## config.mk

```make
export PLATFORM = sky130hd
export DESIGN_NAME = fft_bf_scheduler_flat
export DESIGN_NICKNAME = d
export VERILOG_FILES = /design/src/rtl/fft_bf_scheduler_pkg.sv /design/src/rtl/fft_bf_scheduler_if.sv /design/src/rtl/fft_bf_scheduler_delay_line.sv /design/src/rtl/fft_bf_scheduler.sv /design/src/flat_wrapper.sv
export SDC_FILE = /design/constraint.sdc
export NUM_CORES = 1
export LEC_CHECK = 0
export CORE_MARGIN = 10
export CORE_UTILIZATION = 42
export DETAILED_ROUTE_END_ITERATION = 8
export DONT_BUFFER_PORTS = 1
export MAX_ROUTING_LAYER = met4
export PLACE_DENSITY = 0.6
export SYNTH_ARGS = -nofsm -noshare
export SYNTH_HDL_FRONTEND = slang
export SYNTH_HIERARCHICAL = 1
export SYNTH_SLANG_ARGS = --single-unit
```

## constraint.sdc

```tcl
create_clock -name clock -period 12.1 [get_ports clock]
set_clock_uncertainty 0.05 [all_clocks]
set_input_delay 1.21 -clock clock [delete_from_list [all_inputs] [get_ports clock]]
set_output_delay 1.21 -clock clock [all_outputs]
set_load 0.05 [all_outputs]
```

## src/rtl/fft_bf_scheduler_pkg.sv

```systemverilog
// Shared types and address arithmetic for the in-place radix-2 DIT FFT butterfly scheduler.
package fft_pkg;

  typedef enum logic [1:0] {
    ST_IDLE,
    ST_ISSUE,
    ST_DRAIN,
    ST_DONE
  } state_t;

  localparam int unsigned MAX_LOG2N = 12;

  typedef struct packed {
    logic [MAX_LOG2N-1:0] addr0;
    logic [MAX_LOG2N-1:0] addr1;
    logic [MAX_LOG2N-2:0] tw;
  } bf_addr_t;

  function automatic int unsigned n_half(input int unsigned log2n);
    return 32'd1 << (log2n - 1);
  endfunction

  // Butterfly j of stage s pairs words k apart by span inside group g; the
  // twiddle stride shrinks by half each stage.
  function automatic bf_addr_t bf_addr(input int unsigned s, input int unsigned j,
                                       input int unsigned log2n);
    int unsigned span, g, k, a0;
    bf_addr_t r;
    span    = 32'd1 << s;
    g       = j >> s;
    k       = j & (span - 1);
    a0      = (g << (s + 1)) | k;
    r.addr0 = 12'(a0);
    r.addr1 = 12'(a0 + span);
    r.tw    = 11'(k << (log2n - 1 - s));
    return r;
  endfunction

endpackage

```

## src/rtl/fft_bf_scheduler_if.sv

```systemverilog
// Control and memory-strobe bundle between the scheduler and the FFT control/datapath.
interface fft_bf_scheduler_if #(
  parameter int LOG2N = 6
);
  localparam int SW = ($clog2(LOG2N) > 1) ? $clog2(LOG2N) : 1;

  logic             start;
  logic             busy;
  logic             done;
  logic [SW-1:0]    stage;
  logic             rd_en;
  logic [LOG2N-1:0] rd_addr0;
  logic [LOG2N-1:0] rd_addr1;
  logic [LOG2N-2:0] tw_addr;
  logic             wr_en;
  logic [LOG2N-1:0] wr_addr0;
  logic [LOG2N-1:0] wr_addr1;

  modport master (
    input  start,
    output busy, done, stage, rd_en, rd_addr0, rd_addr1, tw_addr,
           wr_en, wr_addr0, wr_addr1
  );

  modport slave (
    output start,
    input  busy, done, stage, rd_en, rd_addr0, rd_addr1, tw_addr,
           wr_en, wr_addr0, wr_addr1
  );
endinterface

```

## src/rtl/fft_bf_scheduler_delay_line.sv

```systemverilog
// Fixed-depth shift register carrying read strobes/addresses to the write-back port.
module fft_delay_line #(
  parameter int DEPTH = 2,
  parameter int WIDTH = 8
) (
  input  logic             clock,
  input  logic             clear,
  input  logic [WIDTH-1:0] d,
  output logic [WIDTH-1:0] q
);

  logic [WIDTH-1:0] pipe [DEPTH];

  // NOTE: every stage is cleared, not just the head, so no stale write strobe
  // can surface after a reset aborts a transform.
  always_ff @(posedge clock) begin
    if (clear) begin
      for (int i = 0; i < DEPTH; i++) pipe[i] <= '0;
    end else begin
      pipe[0] <= d;
      for (int i = 1; i < DEPTH; i++) pipe[i] <= pipe[i-1];
    end
  end

  assign q = pipe[DEPTH-1];

endmodule

```

## src/rtl/fft_bf_scheduler.sv

```systemverilog
// Issues one butterfly per cycle over LOG2N stages, draining PIPE_LAT cycles between
// stages so every read of a stage follows the previous stage's last write-back.
module fft_bf_scheduler
  import fft_pkg::*;
#(
  parameter int LOG2N    = 6,
  parameter int PIPE_LAT = 2
) (
  input logic                clock,
  input logic                reset,
  fft_bf_scheduler_if.master bus
);

  localparam int N_HALF = int'(n_half(LOG2N));
  localparam int SW     = ($clog2(LOG2N) > 1) ? $clog2(LOG2N) : 1;
  localparam int JW     = LOG2N - 1;
  localparam int DW     = $clog2(PIPE_LAT + 1);

  state_t        state;
  logic [SW-1:0] s;
  logic [JW-1:0] j;
  logic [DW-1:0] dcnt;

  logic [SW-1:0] issue_s;
  logic [JW-1:0] issue_j;
  bf_addr_t      nxt;

  // Coordinates of the butterfly that will be presented next cycle.
  always_comb begin
    issue_s = s;
    issue_j = j + JW'(1);
    case (state)
      ST_IDLE: begin
        issue_s = '0;
        issue_j = '0;
      end
      ST_DRAIN: begin
        issue_s = s + SW'(1);
        issue_j = '0;
      end
      default: ;
    endcase
    nxt = bf_addr(32'(issue_s), 32'(issue_j), LOG2N);
  end

  // NOTE: all state and outputs use non-blocking assignments so every output
  // reflects one consistent pre-edge snapshot of the FSM.
  always_ff @(posedge clock) begin
    if (reset) begin
      state        <= ST_IDLE;
      s            <= '0;
      j            <= '0;
      dcnt         <= '0;
      bus.busy     <= 1'b0;
      bus.done     <= 1'b0;
      bus.rd_en    <= 1'b0;
      bus.stage    <= '0;
      bus.rd_addr0 <= '0;
      bus.rd_addr1 <= '0;
      bus.tw_addr  <= '0;
    end else begin
      bus.done <= 1'b0;
      case (state)
        ST_IDLE: begin
          if (bus.start) begin
            state        <= ST_ISSUE;
            s            <= '0;
            j            <= '0;
            bus.busy     <= 1'b1;
            bus.rd_en    <= 1'b1;
            bus.stage    <= issue_s;
            bus.rd_addr0 <= LOG2N'(nxt.addr0);
            bus.rd_addr1 <= LOG2N'(nxt.addr1);
            bus.tw_addr  <= (LOG2N-1)'(nxt.tw);
          end
        end
        ST_ISSUE: begin
          if (j == JW'(N_HALF - 1)) begin
            state     <= ST_DRAIN;
            dcnt      <= DW'(PIPE_LAT);
            bus.rd_en <= 1'b0;
          end else begin
            j            <= issue_j;
            bus.rd_addr0 <= LOG2N'(nxt.addr0);
            bus.rd_addr1 <= LOG2N'(nxt.addr1);
            bus.tw_addr  <= (LOG2N-1)'(nxt.tw);
          end
        end
        ST_DRAIN: begin
          if (dcnt == DW'(1)) begin
            if (s == SW'(LOG2N - 1)) begin
              state    <= ST_DONE;
              bus.busy <= 1'b0;
              bus.done <= 1'b1;
            end else begin
              state        <= ST_ISSUE;
              s            <= issue_s;
              j            <= '0;
              bus.rd_en    <= 1'b1;
              bus.stage    <= issue_s;
              bus.rd_addr0 <= LOG2N'(nxt.addr0);
              bus.rd_addr1 <= LOG2N'(nxt.addr1);
              bus.tw_addr  <= (LOG2N-1)'(nxt.tw);
            end
          end else begin
            dcnt <= dcnt - DW'(1);
          end
        end
        ST_DONE: state <= ST_IDLE;
        default: state <= ST_IDLE;
      endcase
    end
  end

  logic [2*LOG2N:0] rd_bundle;
  logic [2*LOG2N:0] wr_bundle;

  assign rd_bundle = {bus.rd_en, bus.rd_addr0, bus.rd_addr1};
  assign {bus.wr_en, bus.wr_addr0, bus.wr_addr1} = wr_bundle;

  fft_delay_line #(
    .DEPTH(PIPE_LAT),
    .WIDTH(2 * LOG2N + 1)
  ) u_wb_delay (
    .clock(clock),
    .clear(reset),
    .d    (rd_bundle),
    .q    (wr_bundle)
  );

endmodule
```

## src/flat_wrapper.sv

```systemverilog
// flat-port wrapper written by rule: the top's interface ports become plain ports
module fft_bf_scheduler_flat import fft_pkg::*;
#(
  parameter int LOG2N    = 6,
  parameter int PIPE_LAT = 2
)
  (clock, reset, bus_start, bus_busy, bus_done, bus_stage, bus_rd_en, bus_rd_addr0, bus_rd_addr1, bus_tw_addr, bus_wr_en, bus_wr_addr0, bus_wr_addr1);
  fft_bf_scheduler_if #(.LOG2N(LOG2N)) bus_i ();
  input logic clock;
  input logic reset;
  input wire logic [$bits(bus_i.start)-1:0] bus_start;
  output wire logic [$bits(bus_i.busy)-1:0] bus_busy;
  output wire logic [$bits(bus_i.done)-1:0] bus_done;
  output wire logic [$bits(bus_i.stage)-1:0] bus_stage;
  output wire logic [$bits(bus_i.rd_en)-1:0] bus_rd_en;
  output wire logic [$bits(bus_i.rd_addr0)-1:0] bus_rd_addr0;
  output wire logic [$bits(bus_i.rd_addr1)-1:0] bus_rd_addr1;
  output wire logic [$bits(bus_i.tw_addr)-1:0] bus_tw_addr;
  output wire logic [$bits(bus_i.wr_en)-1:0] bus_wr_en;
  output wire logic [$bits(bus_i.wr_addr0)-1:0] bus_wr_addr0;
  output wire logic [$bits(bus_i.wr_addr1)-1:0] bus_wr_addr1;
  assign bus_i.start = bus_start;
  assign bus_busy = bus_i.busy;
  assign bus_done = bus_i.done;
  assign bus_stage = bus_i.stage;
  assign bus_rd_en = bus_i.rd_en;
  assign bus_rd_addr0 = bus_i.rd_addr0;
  assign bus_rd_addr1 = bus_i.rd_addr1;
  assign bus_tw_addr = bus_i.tw_addr;
  assign bus_wr_en = bus_i.wr_en;
  assign bus_wr_addr0 = bus_i.wr_addr0;
  assign bus_wr_addr1 = bus_i.wr_addr1;
  fft_bf_scheduler #(.LOG2N(LOG2N), .PIPE_LAT(PIPE_LAT)) u_core (.clock(clock), .reset(reset), .bus(bus_i));
endmodule
```

* After elaboration in Yosys (flattened, before gate mapping) *
Memories as Yosys holds them, arrays and structs flattened.
Cells that the tools add are included.

word-level totals
  register bits after elaboration = 35
  bits of input ports = 3
  word-level logic and storage cells = 103
  memories kept = 1
  output and inout bits = 36
  bits in writable memories = 26

cells by class
  mux-type cells = 49
  bitwise gates (word level) = 6
  shift-type cells = 4
  $add $sub $neg = 7
  equal/unequal tests = 13
  reduce and logical (&&, ||, !) cells = 12

memory list
  memory                  depth  bits a word  rd ports  clocked after memory_dff  wr ports  line                               text
  u_core.u_wb_delay.pipe  2      13           2         0                         2         fft_bf_scheduler_delay_line.sv:12  logic [WIDTH-1:0] pipe [DEPTH];

operators by type and width
  cell                                                    count
  two-way mux 6 bit                                       8
  two-way mux 5 bit                                       9
  case mux 6 bit (3 select lines)                         2
  AND 5 x 32 -> 32 bit                                    1
  left shift 1 x 3 -> 32 bit (first input constant)       1
  left shift 32 x 32 -> 5 bit                             1
  left shift 32 x 32 -> 6 bit                             1
  >> shifter 5 x 3 -> 32 bit                              1
  subtractor 32 x 1 -> 32 bit (second input constant)     1
  case mux 5 bit (3 select lines)                         2
  two-way mux 13 bit                                      2
  case mux 3 bit (2 select lines)                         3
  two-way mux 3 bit                                       4
  two-way mux 1 bit                                       10
  two-way mux 2 bit                                       5
  AND reduction 5 bit                                     2
  inequality test 2 bit (second input constant)           4
  case mux 2 bit (4 select lines)                         1
  AND reduction 4 bit                                     2
  adder 6 bit                                             1
  inequality test 2 x 1 -> 1 bit (second input constant)  3
  OR 6 bit                                                1
  AND reduction 3 bit                                     2
  adder 5 x 1 -> 5 bit (second input constant)            1
  18 further kinds                                        23

* Logic depth before layout (Yosys ltp) *
Gate-level depths: netlist of the first run.

  depth after elaboration = 10
  depth in mapped cells = 21
  mapped depth without buffers = 20

* Hierarchy *
Netlist of the first run, hierarchy kept.

modules (own cells, without submodules)
  module            area each (µm²)  seq. area each (µm²)  cells an instance  instances
  fft_bf_scheduler  2603.7           700.7                 345                1
  fft_delay_line    798.3            520.5                 67                 1

* Worst setup path before layout of the first run *
Ideal clock, no wire load.

  path kind = register to register
  start point = register u_core.s[1]
  end point = register u_core.bus.rd_addr1[5]
  clock period less this slack = 3.944 ns
  data arrival time = 3.760 ns
  data required time = 11.916 ns
  slack = 8.156 ns
  library setup time = 0.134 ns
  path buffers = 1
  cell stages (with the launch flop) = 21
  cells stage by stage = dfxtp_1 > buf_2 > inv_1 > ha_1 > nor3b_2 > a21oi_2 > inv_2 > ha_1 > ha_1 > inv_1 > a21o_1 > nor2_1 > a21bo_2 > ha_1 > a211oi_1 > o21bai_1 > a21oi_1 > xor2_1 > nand3_1 > mux2i_1 > nor4_1

RTL lines
  item                    line                       text
  start, declared         fft_bf_scheduler.sv:20     logic [SW-1:0] s;
  start signal, assigned  fft_bf_scheduler.sv:97     s <= issue_s;
  end signal, assigned    fft_bf_scheduler.sv:73     bus.rd_addr1 <= LOG2N'(nxt.addr1);
  end signal, assigned    fft_bf_scheduler.sv:85     bus.rd_addr1 <= LOG2N'(nxt.addr1);
  end signal, assigned    fft_bf_scheduler.sv:102    bus.rd_addr1 <= LOG2N'(nxt.addr1);
  end, declared           fft_bf_scheduler_if.sv:21  output busy, done, stage, rd_en, rd_addr0, rd_addr1, tw_addr,

==> run_results.csv, run 1 <==
group,metric,value,unit
route,routedWlPerCell,16.0,microns
power_and_ir_drop,vdd_drop_max,62.5,uV
logic_synthesis,proportion_of_netlist_area_held_by_the_largest_area_contributor,0.359,
clock_network,clock_tree.buffer_depth,2,
placed_design,place_congestion,0.966,
route,detail_route.iter0.violations,259,
timing,relSlewSlack,0.538,
power_and_ir_drop,power_per_cell_area,130,mW/mm^2
global_routing,grt_first_pass_wirelength,13100,microns
logic_synthesis,synth_area_leaders,"dfxtp_1, ha_1, nor2b_1, nor2_1, a21oi_1",
route,detail-route-antenna-nets,0,
worst_setup_path,crit_type,"register to register",
route,drc,0,
clock_network,post-cts-setup-buffer-count,0,
route,viasPerCell,5.53,
timing,worst-slew-pin-transition,688,ps
timing,finalCriticalPeriod,4620,ps
logic_synthesis,synthesis.yosys.warnings,6,
worst_setup_path,startpoint_type,"register",
timing,finalSetupTns,0,ps
job,drv_cap,0,
logic_synthesis,mappedNetlistArea,0.00340,sq mm
timing,timing.final.hold_violations,0,
floorplan,coreArea,0.00781,sq mm
global_routing,globalRouteOverflowTotal,0,
logic_synthesis,yosysSeqAreaShare,0.359,
clock_network,cts-resized-gates,0,
floorplan,die-width,110,microns
logic_synthesis,synth.avg_cell_area,8.26,sq um
clock_network,htree_num_levels,3,
worst_setup_path,path_max_fanout,23,
logic_synthesis,synth_edf_count,0,
logic_synthesis,ys_async_sr_fraction,0,
floorplan,std_cell_rows,32,
power_and_ir_drop,leakage_power,1.43,nW
global_routing,grt_usage,0.138,
placed_design,dp.final_hpwl,5670,microns
power_and_ir_drop,post-layout-total-power,463,uW
timing,setup_violations,0,
timing,grt_setup_unrepaired,"false",
placed_design,numPortBuffers,0,
finish,antenna_cells_inserted,0,
min_path,timing.hold.worst.class,"register to register",
logic_synthesis,dominantRegCellSynth,"dfxtp_1",
clock_network,clkLatencyLatePin,330,ps
finish,share_of_cells_above_drive_strength_1,0.0814,
timing,timing.final.max_slew_violations,0,
clock_network,tritoncts,"yes",
outcome,result_of_the_run,"completed",
finish,syn_to_final_growth,4.71,%
worst_setup_path,worstPathRequired,12300,ps
worst_setup_path,worst-endpoint-arrival,4810,ps
logic_synthesis,synthesis.instances,412,
finish,design.final.nets,410,
route,vias,2737,
timing,final.hold.worst_slack,387,ps
floorplan,io_pins,39,
finish,layout.cell_area.non_filler,0.00356,sq mm
logic_synthesis,post-synth-top-area-cell,"dfxtp_1",
worst_setup_path,endpoint_kind,"register",
route,dr.pass1.iters,4,
timing,fin_crit_sh,0.382,
floorplan,initial_utilization,0.436,
global_routing,antenna_found_initial,0,
logic_synthesis,yosysUniqueCellTypes,65,
clock_network,cts.reportedPaths.clkPinSlew,70,ps
global_routing,grt_start_max_net_pins,65,
logic_synthesis,synth.net_count,434,
floorplan,die_area,0.0121,sq mm
placed_design,placed_cell_area,0.00334,sq mm
route,routed_wl,7930,microns
clock_network,numClockSinks,61,
logic_synthesis,postSynthRegisterBits,61,
floorplan,die_h,110,microns
clock_network,tritoncts.num_buffers,9,
timing,max_freq,0.217,GHz
clock_network,postCtsHoldBufs,0,
global_routing,first_global_vias,2541,
clock_network,root_buffer,"clkbuf_8",
==> synth_stat cells, types with 2 or more instances <==
master and n:
a2111oi_0 2, xnor2_1 7, xor2_1 2, o22ai_1 2
inv_2 4, or2_1 3, o21a_1 5, mux2i_1 5
and2b_1 2, o21ai_0 8, o21ai_1 5, a311oi_1 2
o31ai_1 3, nor2b_1 29, nor2_1 47, buf_4 16
nand3_1 9, ha_1 18, a211oi_1 7, nor4_1 3
nor3_1 14, and3_1 9, and2_1 2, a21o_1 4
a31oi_1 4, nand2b_1 9, buf_2 9, nand4_1 2
inv_1 11, nand2_1 21, nand3b_1 7, a211o_1 2
dfxtp_1 61, a21oi_1 35, a41oi_1 2, clkbuf_1 12
==> worst max-delay path: stages, from the launching register on <==
cell and delay (ps):
dfxtp_1 770, ha_1 390, nor3b_2 260, a21oi_2 110, inv_2 210, ha_1 180
ha_1 240, inv_1 200, a21o_1 150, nor2_1 60, a21bo_2 250, ha_1 290
a211oi_1 310, o21bai_1 120, a21oi_1 300, xnor2_1 150, o2111ai_1 130, mux2i_1 100
nor4_1 250
==> through the flow <==
step	setup slack (ps)	std cells	util
finish	7480	495	0.456
global route	7090	495	0.456
CTS	7530	495	0.456
detailed placement	7560	479	0.428
global placement	7660	479	0.428
floorplan	8160	412	-
==> report_power, final <==
part	internal [mW]	switching [mW]	total, mW
registers	0.208	0.0214	0.229
clock network	0.121	0.0803	0.201
logic	0.0126	0.0198	0.0324
total	0.341	0.121	0.463
==> cell type report <==
class / instances / area [sq um]
clock buffers: 10 / 138
flip-flops and latches: 61 / 1220
multi-input cells: 298 / 1910
repair buffers: 3 / 22.5
clock inverters: 6 / 86.3
well taps: 102 / 128
fillers: 781 / 4250
inverters: 15 / 56.3
==> kinds of logic after synthesis <==
group | Yosys count | synth area share
AND/OR/NAND/NOR | 166 | 0.256
AO/OA/AOI/OAI | 98 | 0.192
buffers and inverters | 53 | 0.0794
multiplexers | 6 | 0.0180
flip-flops | 61 | 0.359
XOR/XNOR | 9 | 0.0232
adder cells (fa/ha/maj) | 19 | 0.0721
==> path summary, 6_finish.rpt <==
kind	cells past startpoint	startpoint	end	slack [ps]
hold / removal	1	u_core/u_wb_delay/pipe[0][5]$_SDFF_PP0_	u_core/u_wb_delay/pipe[0][18]$_SDFF_PP0_	390
hold reg to reg	1	u_core/u_wb_delay/pipe[0][5]$_SDFF_PP0_	u_core/u_wb_delay/pipe[0][18]$_SDFF_PP0_	390
setup / recovery	18	u_core/s[0]$_SDFFE_PP0P_	u_core/bus.rd_addr1[5]$_SDFFE_PP0P_	7480
setup reg to reg	18	u_core/s[0]$_SDFFE_PP0P_	u_core/bus.rd_addr1[5]$_SDFFE_PP0P_	7480
==> sequential cells by signal (all words and copies together), names as in the netlist, 3 cells and up <==
| register | count |
|---|---|
| u_core/bus.stage | 3 |
| u_core/bus.tw_addr | 5 |
| u_core/u_wb_delay/pipe | 26 |
| u_core/bus.rd_addr1 | 6 |
| u_core/s | 3 |
| u_core/bus.rd_addr0 | 6 |
| u_core/j | 5 |
==> routing by layer <==
| metal | up-vias | part of all wire | track usage |
|---|---|---|---|
| li1 | 1388 | - | - |
| met1 | 1260 | 0.46 | 0.178 |
| met2 | 77 | 0.44 | 0.199 |
| met3 | 12 | 0.078 | 0.0418 |
| met4 | 0 | 0.018 | 0.0539 |
| met5 | - | 0 | - |
==> layout by cell type (no fill, tap or decap), types with 3 or more instances in the layout <==
| cell type | instances |
|---|---|
| mux2i_1 | 5 |
| clkbuf_8 | 10 |
| dfxtp_1 | 61 |
| nor2b_1 | 29 |
| a21o_1 | 4 |
| and3_1 | 9 |
| or2_1 | 3 |
| nand2_1 | 21 |
| nand2b_1 | 9 |
| nor3_1 | 14 |
| inv_2 | 4 |
| o31ai_1 | 3 |
| xnor2_1 | 7 |
| nand3_1 | 9 |
| o21ai_0 | 8 |
| o21a_1 | 5 |
| a21oi_1 | 35 |
| a211oi_1 | 7 |
| inv_1 | 11 |
| nor2_1 | 47 |
| o21ai_1 | 5 |
| a31oi_1 | 4 |
| ha_1 | 18 |
| nand3b_1 | 7 |
| buf_4 | 3 |
| nor4_1 | 3 |
No activity file was read; power rests on OpenSTA's default activity.
==> run 2, diff against run 1 <==
==> constraint.sdc (replaced) <==
create_clock -name clock -period 4.6 [get_ports clock]
set_clock_uncertainty 0.05 [all_clocks]
set_input_delay 0.46 -clock clock [delete_from_list [all_inputs] [get_ports clock]]
set_output_delay 0.46 -clock clock [all_outputs]
set_load 0.05 [all_outputs]
==> run_results.csv, run 2 (synthesis results as in run 1) <==
group,metric,value,unit
timing,finalCriticalPeriod,4240,ps
placed_design,placed_cell_count,493,
route,routed_wl,8620,microns
route,drc,0,
global_routing,grt_start_max_net_pins,65,
worst_setup_path,worst_setup_path_startpoint,"u_core/s[1]$_SDFFE_PP0P_",
finish,finalCoreUtilization,0.471,
clock_network,htree_num_levels,3,
worst_setup_path,crit_type,"register to register",
finish,final-instance-count-excl-fill,509,
finish,syn_to_final_growth,8.05,%
finish,top_flop_regs,"u_core/u_wb_delay/pipe: 26 flops, u_core/bus.rd_addr0: 6 flops, u_core/bus.rd_addr1: 6 flops",
global_routing,first_global_vias,2698,
placed_design,place_congestion,0.880,
clock_network,post-cts-setup-buffer-count,0,
timing,relSlewSlack,0.470,
placed_design,place_worst_setup_slack,318,ps
timing,timing.final.hold_violations,0,
timing,timing.final.max_slew_violations,0,
worst_setup_path,endpoint_kind,"register",
clock_network,cts.reportedPaths.clkPinSlew,70,ps
placed_design,dp.final_hpwl,6280,microns
clock_network,tritoncts,"yes",
finish,storage_cell_area,0.00122,sq mm
worst_setup_path,reg2reg_from,"u_core/s[1]$_SDFFE_PP0P_",
timing,fin_crit_sh,0.923,
global_routing,grt_first_pass_wirelength,13900,microns
power_and_ir_drop,vdd_drop_max,106,uV
clock_network,clkLatencyLatePin,340,ps
route,vias,2809,
timing,grt_setup_unrepaired,"false",
floorplan,die_area,0.0121,sq mm
floorplan,die_h,110,microns
timing,postLayoutSetupSlackWorst,356,ps
clock_network,root_buffer,"clkbuf_8",
floorplan,die-width,110,microns
finish,share_of_cells_above_drive_strength_1,0.115,
timing,max_freq,0.236,GHz
timing,final.hold.worst_slack,137,ps
worst_setup_path,worstPathRequired,4780,ps
outcome,result_of_the_run,"completed",
route,dr_top_layer,"met4",
placed_design,placed_cell_area,0.00344,sq mm
timing,setup_violations,0,
global_routing,antenna_found_initial,0,
finish,max_flop_register,"u_core/u_wb_delay/pipe",
finish,mostFrequentLayoutCell,"dfxtp_1",
worst_setup_path,worst-endpoint-arrival,4420,ps
route,routed-wl-met3,529,microns
finish,multi_input_logic_area,0.00192,sq mm
route,wl_met2,4010,microns
worst_setup_path,path_max_fanout,6,
power_and_ir_drop,leakage_power,1.50,nW
timing,worst-slew-pin-transition,792,ps
route,routedWlPerCell,16.9,microns
global_routing,grt_usage,0.149,
clock_network,numClockSinks,61,
route,detail_route.iter0.violations,183,
floorplan,io_pins,39,
floorplan,coreArea,0.00781,sq mm
floorplan,initial_utilization,0.436,
finish,largest_register_ff_count,26,
finish,layout.cell_area.non_filler,0.00368,sq mm
finish,antenna_cells_inserted,0,
placed_design,numPortBuffers,0,
job,drv_cap,0,
route,viasPerCell,5.52,
global_routing,globalRouteOverflowTotal,0,
worst_setup_path,startpoint_type,"register",
power_and_ir_drop,post-layout-total-power,1.22,mW
min_path,timing.hold.worst.class,"input pin to register",
finish,layout.filler_cells,798,
route,dr.pass1.iters,4,
finish,top_library_cells_by_usage_in_the_layout_fill_and_taps_aside,"dfxtp_1, nor2_1, a21oi_1",
power_and_ir_drop,power_per_cell_area,332,mW/mm^2
floorplan,std_cell_rows,32,
finish,design.final.nets,424,
timing,finalSetupTns,0,ps
route,detail-route-antenna-nets,0,
route,wirelength_met1,3990,microns
min_path,worst_hold_startpoint,"reset",
clock_network,clock_tree.buffer_depth,2,
clock_network,tritoncts.num_buffers,9,
## run 2: cell types whose count changed in the layout (fill, tap and decap cells not counted), sizes merged
cell / delta
buf: +14
clkbuf: -1
clkinv: -1
clkinvlp: +1
inv: +1
## run 2: power breakdown
| group | total [mW] | leakage [nW] | internal (mW) | switching (mW) |
|---|---|---|---|---|
| combinational | 0.0921 | 0.895 | 0.0358 | 0.0564 |
| clock | 0.527 | 0.106 | 0.306 | 0.220 |
| sequential | 0.600 | 0.496 | 0.546 | 0.0542 |
## run 2: final timing paths
| path | cells past startpoint | endpoint | slack [ps] |
|---|---|---|---|
| hold / removal | 1 | u_core/u_wb_delay/pipe[0][23]$_SDFF_PP0_ | 140 |
| setup / recovery | 18 | u_core/bus.rd_addr1[5]$_SDFFE_PP0P_ | 360 |
| hold reg to reg | 1 | u_core/u_wb_delay/pipe[0][22]$_SDFF_PP0_ | 380 |
| setup reg to reg | 18 | u_core/bus.rd_addr1[5]$_SDFFE_PP0P_ | 360 |
## run 2: area by class of cell
type	count	share of cell area
clock buffers	9	0.0337
clock inverters	7	0.0265
inverters	15	0.0153
multi-input cells	298	0.523
flip-flops and latches	61	0.332
well taps	102	0.0347
repair buffers	17	0.0347
## run 2: repair_timing
item / 4_1_cts / 5_1_grt
hold buffers: 0 / 0
setup endpoints to repair: 0 / 1
endpoints found under the hold margin: 0 / 0
gates resized for setup: 0 / 2
## run 2: critical path, stage by stage (launching register included)
cell      delay [ps]
dfxtp_1          330
inv_1             80
ha_1             340
nor3b_2          370
a21oi_4          100
ha_1             210
buf_4            170
o311ai_0         350
xor2_1           170
and3_1           270
or2_1            240
ha_1             310
o21ai_0          120
o21bai_1         110
a21oi_2          230
xor2_1           280
nand2_1          120
mux2i_1          210
nor4_1            70
## run 2: per-layer routing
| layer | GRT usage | up-vias |
|---|---|---|
| li1 | - | 1405 |
| met2 | 0.224 | 55 |
| met3 | 0.0377 | 8 |
| met1 | 0.187 | 1341 |
| met5 | - | - |
| met4 | 0.0641 | 0 |
==> run 3, diff against run 2 <==
--- a/config.mk
+++ b/config.mk
@@ -13,5 +13,4 @@
 export PLACE_DENSITY = 0.6
 export SYNTH_ARGS = -nofsm -noshare
 export SYNTH_HDL_FRONTEND = slang
-export SYNTH_HIERARCHICAL = 1
 export SYNTH_SLANG_ARGS = --single-unit
==> run_results.csv, run 3 <==
group,metric,value,unit
clock_network,numClockSinks,61,
clock_network,postCtsHoldBufs,0,
global_routing,grt_start_max_net_pins,58,
min_path,worst_hold_end,"u_core.u_wb_delay.pipe[0][12]$_SDFF_PP0_",
worst_setup_path,r2r_slack,360,ps
worst_setup_path,reg2reg_from,"u_core.state[0]$_SDFFE_PP0P_",
route,drc,0,
min_path,holdPathStages,1,
worst_setup_path,worstPathRequired,4780,ps
finish,antenna_cells_inserted,0,
global_routing,grt_usage,0.130,
placed_design,numPortBuffers,0,
floorplan,std_cell_rows,32,
logic_synthesis,yosysUniqueCellTypes,61,
worst_setup_path,path_max_fanout,15,
timing,finalCriticalPeriod,4240,ps
timing,setup_violations,0,
placed_design,placed_cell_count,459,
route,routedWlPerCell,15.3,microns
global_routing,grt_first_pass_wirelength,12000,microns
timing,fin_crit_sh,0.923,
route,vias,2531,
route,dr.pass1.iters,4,
worst_setup_path,worst_r2r_endpoint,"u_core.bus.rd_addr1[5]$_SDFFE_PP0P_",
placed_design,dp.final_hpwl,5510,microns
worst_setup_path,startpoint_type,"register",
route,viasPerCell,5.34,
clock_network,clkLatencyLatePin,330,ps
finish,multi_input_logic_area,0.00183,sq mm
logic_synthesis,synthesis.yosys.warnings,0,
worst_setup_path,endpoint_kind,"register",
clock_network,htree_num_levels,3,
floorplan,die_area,0.0117,sq mm
timing,grt_setup_unrepaired,"false",
global_routing,first_global_vias,2404,
route,detail_route.iter0.violations,105,
logic_synthesis,mappedNetlistArea,0.00326,sq mm
worst_setup_path,r2r_cells,19,
finish,mostFrequentLayoutCell,"dfxtp_1",
route,routed_wl,7240,microns
power_and_ir_drop,vdd_drop_max,250,uV
timing,worst-slew-pin-transition,994,ps
clock_network,clock_tree.buffer_depth,2,
clock_network,tritoncts.num_buffers,9,
placed_design,place_worst_setup_slack,183,ps
power_and_ir_drop,leakage_power,1.42,nW
placed_design,place_congestion,0.871,
power_and_ir_drop,power_per_cell_area,657,mW/mm^2
route,detail-route-antenna-nets,0,
floorplan,coreArea,0.00765,sq mm
logic_synthesis,synth.most_common_cell,"dfxtp_1",
finish,top_flop_regs,"u_core.u_wb_delay.pipe: 26 flops, u_core.bus.rd_addr0: 6 flops, u_core.bus.rd_addr1: 6 flops",
timing,relSlewSlack,0.338,
timing,timing.final.hold_violations,0,
global_routing,antenna_found_initial,0,
floorplan,die-width,108,microns
global_routing,globalRouteOverflowTotal,0,
finish,share_of_cells_above_drive_strength_1,0.105,
floorplan,die_h,108,microns
logic_synthesis,synthesis.instances,378,
logic_synthesis,synth.net_count,406,
clock_network,tritoncts,"yes",
min_path,worst_hold_startpoint,"reset",
logic_synthesis,synth.avg_cell_area,8.63,sq um
logic_synthesis,yosysSeqAreaShare,0.375,
timing,timing.final.max_slew_violations,0,
logic_synthesis,postSynthRegisterBits,61,
logic_synthesis,proportion_of_netlist_area_held_by_the_largest_area_contributor,0.375,
worst_setup_path,crit_type,"register to register",
finish,max_flop_register,"u_core.u_wb_delay.pipe",
logic_synthesis,dominantRegCellSynth,"dfxtp_1",
outcome,result_of_the_run,"completed",
finish,storage_cell_area,0.00122,sq mm
floorplan,io_pins,39,
finish,design.final.nets,396,
clock_network,root_buffer,"clkbuf_8",
finish,syn_to_final_growth,7.06,%
floorplan,initial_utilization,0.426,
timing,postLayoutSetupSlackWorst,356,ps
timing,finalSetupTns,0,ps
logic_synthesis,synth_edf_count,0,
job,drv_cap,0,
finish,layout.filler_cells,741,
min_path,timing.hold.worst.class,"input pin to register",
timing,max_freq,0.236,GHz
logic_synthesis,post-synth-top-area-cell,"dfxtp_1",
clock_network,cts.reportedPaths.clkPinSlew,70,ps
logic_synthesis,ys_async_sr_fraction,0,
finish,largest_register_ff_count,26,
logic_synthesis,synth_area_leaders,"dfxtp_1, ha_1, nor2b_1, a21oi_1, nor2_1",
worst_setup_path,worst-endpoint-arrival,4420,ps
logic_synthesis,synthTopCellsByCount,"dfxtp_1, nor2b_1, nor2_1",
finish,finalCoreUtilization,0.456,
finish,top_library_cells_by_usage_in_the_layout_fill_and_taps_aside,"dfxtp_1, nor2b_1, nor2_1",
finish,final-instance-count-excl-fill,474,
power_and_ir_drop,post-layout-total-power,2.29,mW
==> run 3: changes by cell type after synthesis, moves of 6 or more <==
cell      previous run  this run
nor2_1              47        33
a21oi_1             35        26
ha_1                18        24
buf_2                9         2
nand3b_1             7         1
nor2b_1             29        36
==> run 3: logic make-up after synthesis <==
| logic type | count (synthesis) | synth area share |
|---|---|---|
| compound gates | 86 | 0.174 |
| fa+ha+maj | 25 | 0.0982 |
| simple gates | 149 | 0.246 |
| buf+inv | 43 | 0.0675 |
| mux | 4 | 0.0130 |
| flops | 61 | 0.375 |
| xor+xnor | 10 | 0.0269 |
==> run 3: worst max-delay path by stage <==
| stage | from | endpoint | slack (ps) | cells after the start |
|---|---|---|---|---|
| 4_1_cts | u_core.state[0]$_SDFFE_PP0P_ | u_core.bus.rd_addr1[5]$_SDFFE_PP0P_ | 150 | 18 |
| 3_3_place_gp | u_core.state[0]$_SDFFE_PP0P_ | u_core.bus.rd_addr1[5]$_SDFFE_PP0P_ | 360 | 18 |
| 6_report | u_core.state[0]$_SDFFE_PP0P_ | u_core.bus.rd_addr1[5]$_SDFFE_PP0P_ | 360 | 19 |
| 5_1_grt | u_core.state[0]$_SDFFE_PP0P_ | u_core.bus.rd_addr1[5]$_SDFFE_PP0P_ | 10 | 19 |
| 3_5_place_dp | u_core.state[0]$_SDFFE_PP0P_ | u_core.bus.rd_addr1[5]$_SDFFE_PP0P_ | 180 | 18 |
| 2_1_floorplan | u_core.state[0]$_SDFFE_PP0P_ | u_core.bus.rd_addr1[5]$_SDFFE_PP0P_ | 450 | 19 |
==> run 3: where the power goes <==
group	total (mW)	switching, mW	internal, mW
clock network	0.479	0.205	0.275
registers	0.933	0.298	0.636
logic	0.881	0.530	0.351
==> run 3: routing by layer <==
layer  part of all wire  GRT usage  routed length [microns]
met1               0.45      0.158                     3270
met2               0.46      0.193                     3330
met5                  0          -                        0
met4              0.013     0.0506                       91
met3              0.077     0.0464                      555
==> run 3: metrics by stage <==
stage / hold slack [ps] / cell area [sq um]
floorplan: 364 / 3260
global placement: 367 / 3280
detailed placement: 370 / 3280
CTS: 123 / 3480
global route: 117 / 3490
finish: 142 / 3490
==> run 3: final cells by class <==
cell class	count	area share
Inverter	13	0.0140
Tap cell	102	0.0366
Clock buffer	11	0.0434
Timing Repair Buffer	9	0.0194
Clock inverter	4	0.0136
Multi-Input combinational cell	274	0.523
Sequential cell	61	0.350
==> run 3: worst max-delay path, stage by stage (launching register included) <==
cell,delay (ps)
dfxtp_2,380
inv_1,90
ha_1,290
buf_4,210
nor2b_1,160
a21oi_2,220
inv_1,130
ha_1,220
ha_1,360
nor2b_1,150
a31oi_1,60
or2_2,300
o221ai_1,230
ha_1,320
a21oi_1,210
o21bai_1,90
a21oi_1,200
xnor2_1,160
xnor2_1,90
a22o_1,220
==> run 3: repair_timing <==
| action | 4_1_cts | 5_1_grt |
|---|---|---|
| resized for setup | 0 | 4 |
| buffers inserted | 0 | 0 |
| setup endpoints to repair | 0 | 1 |
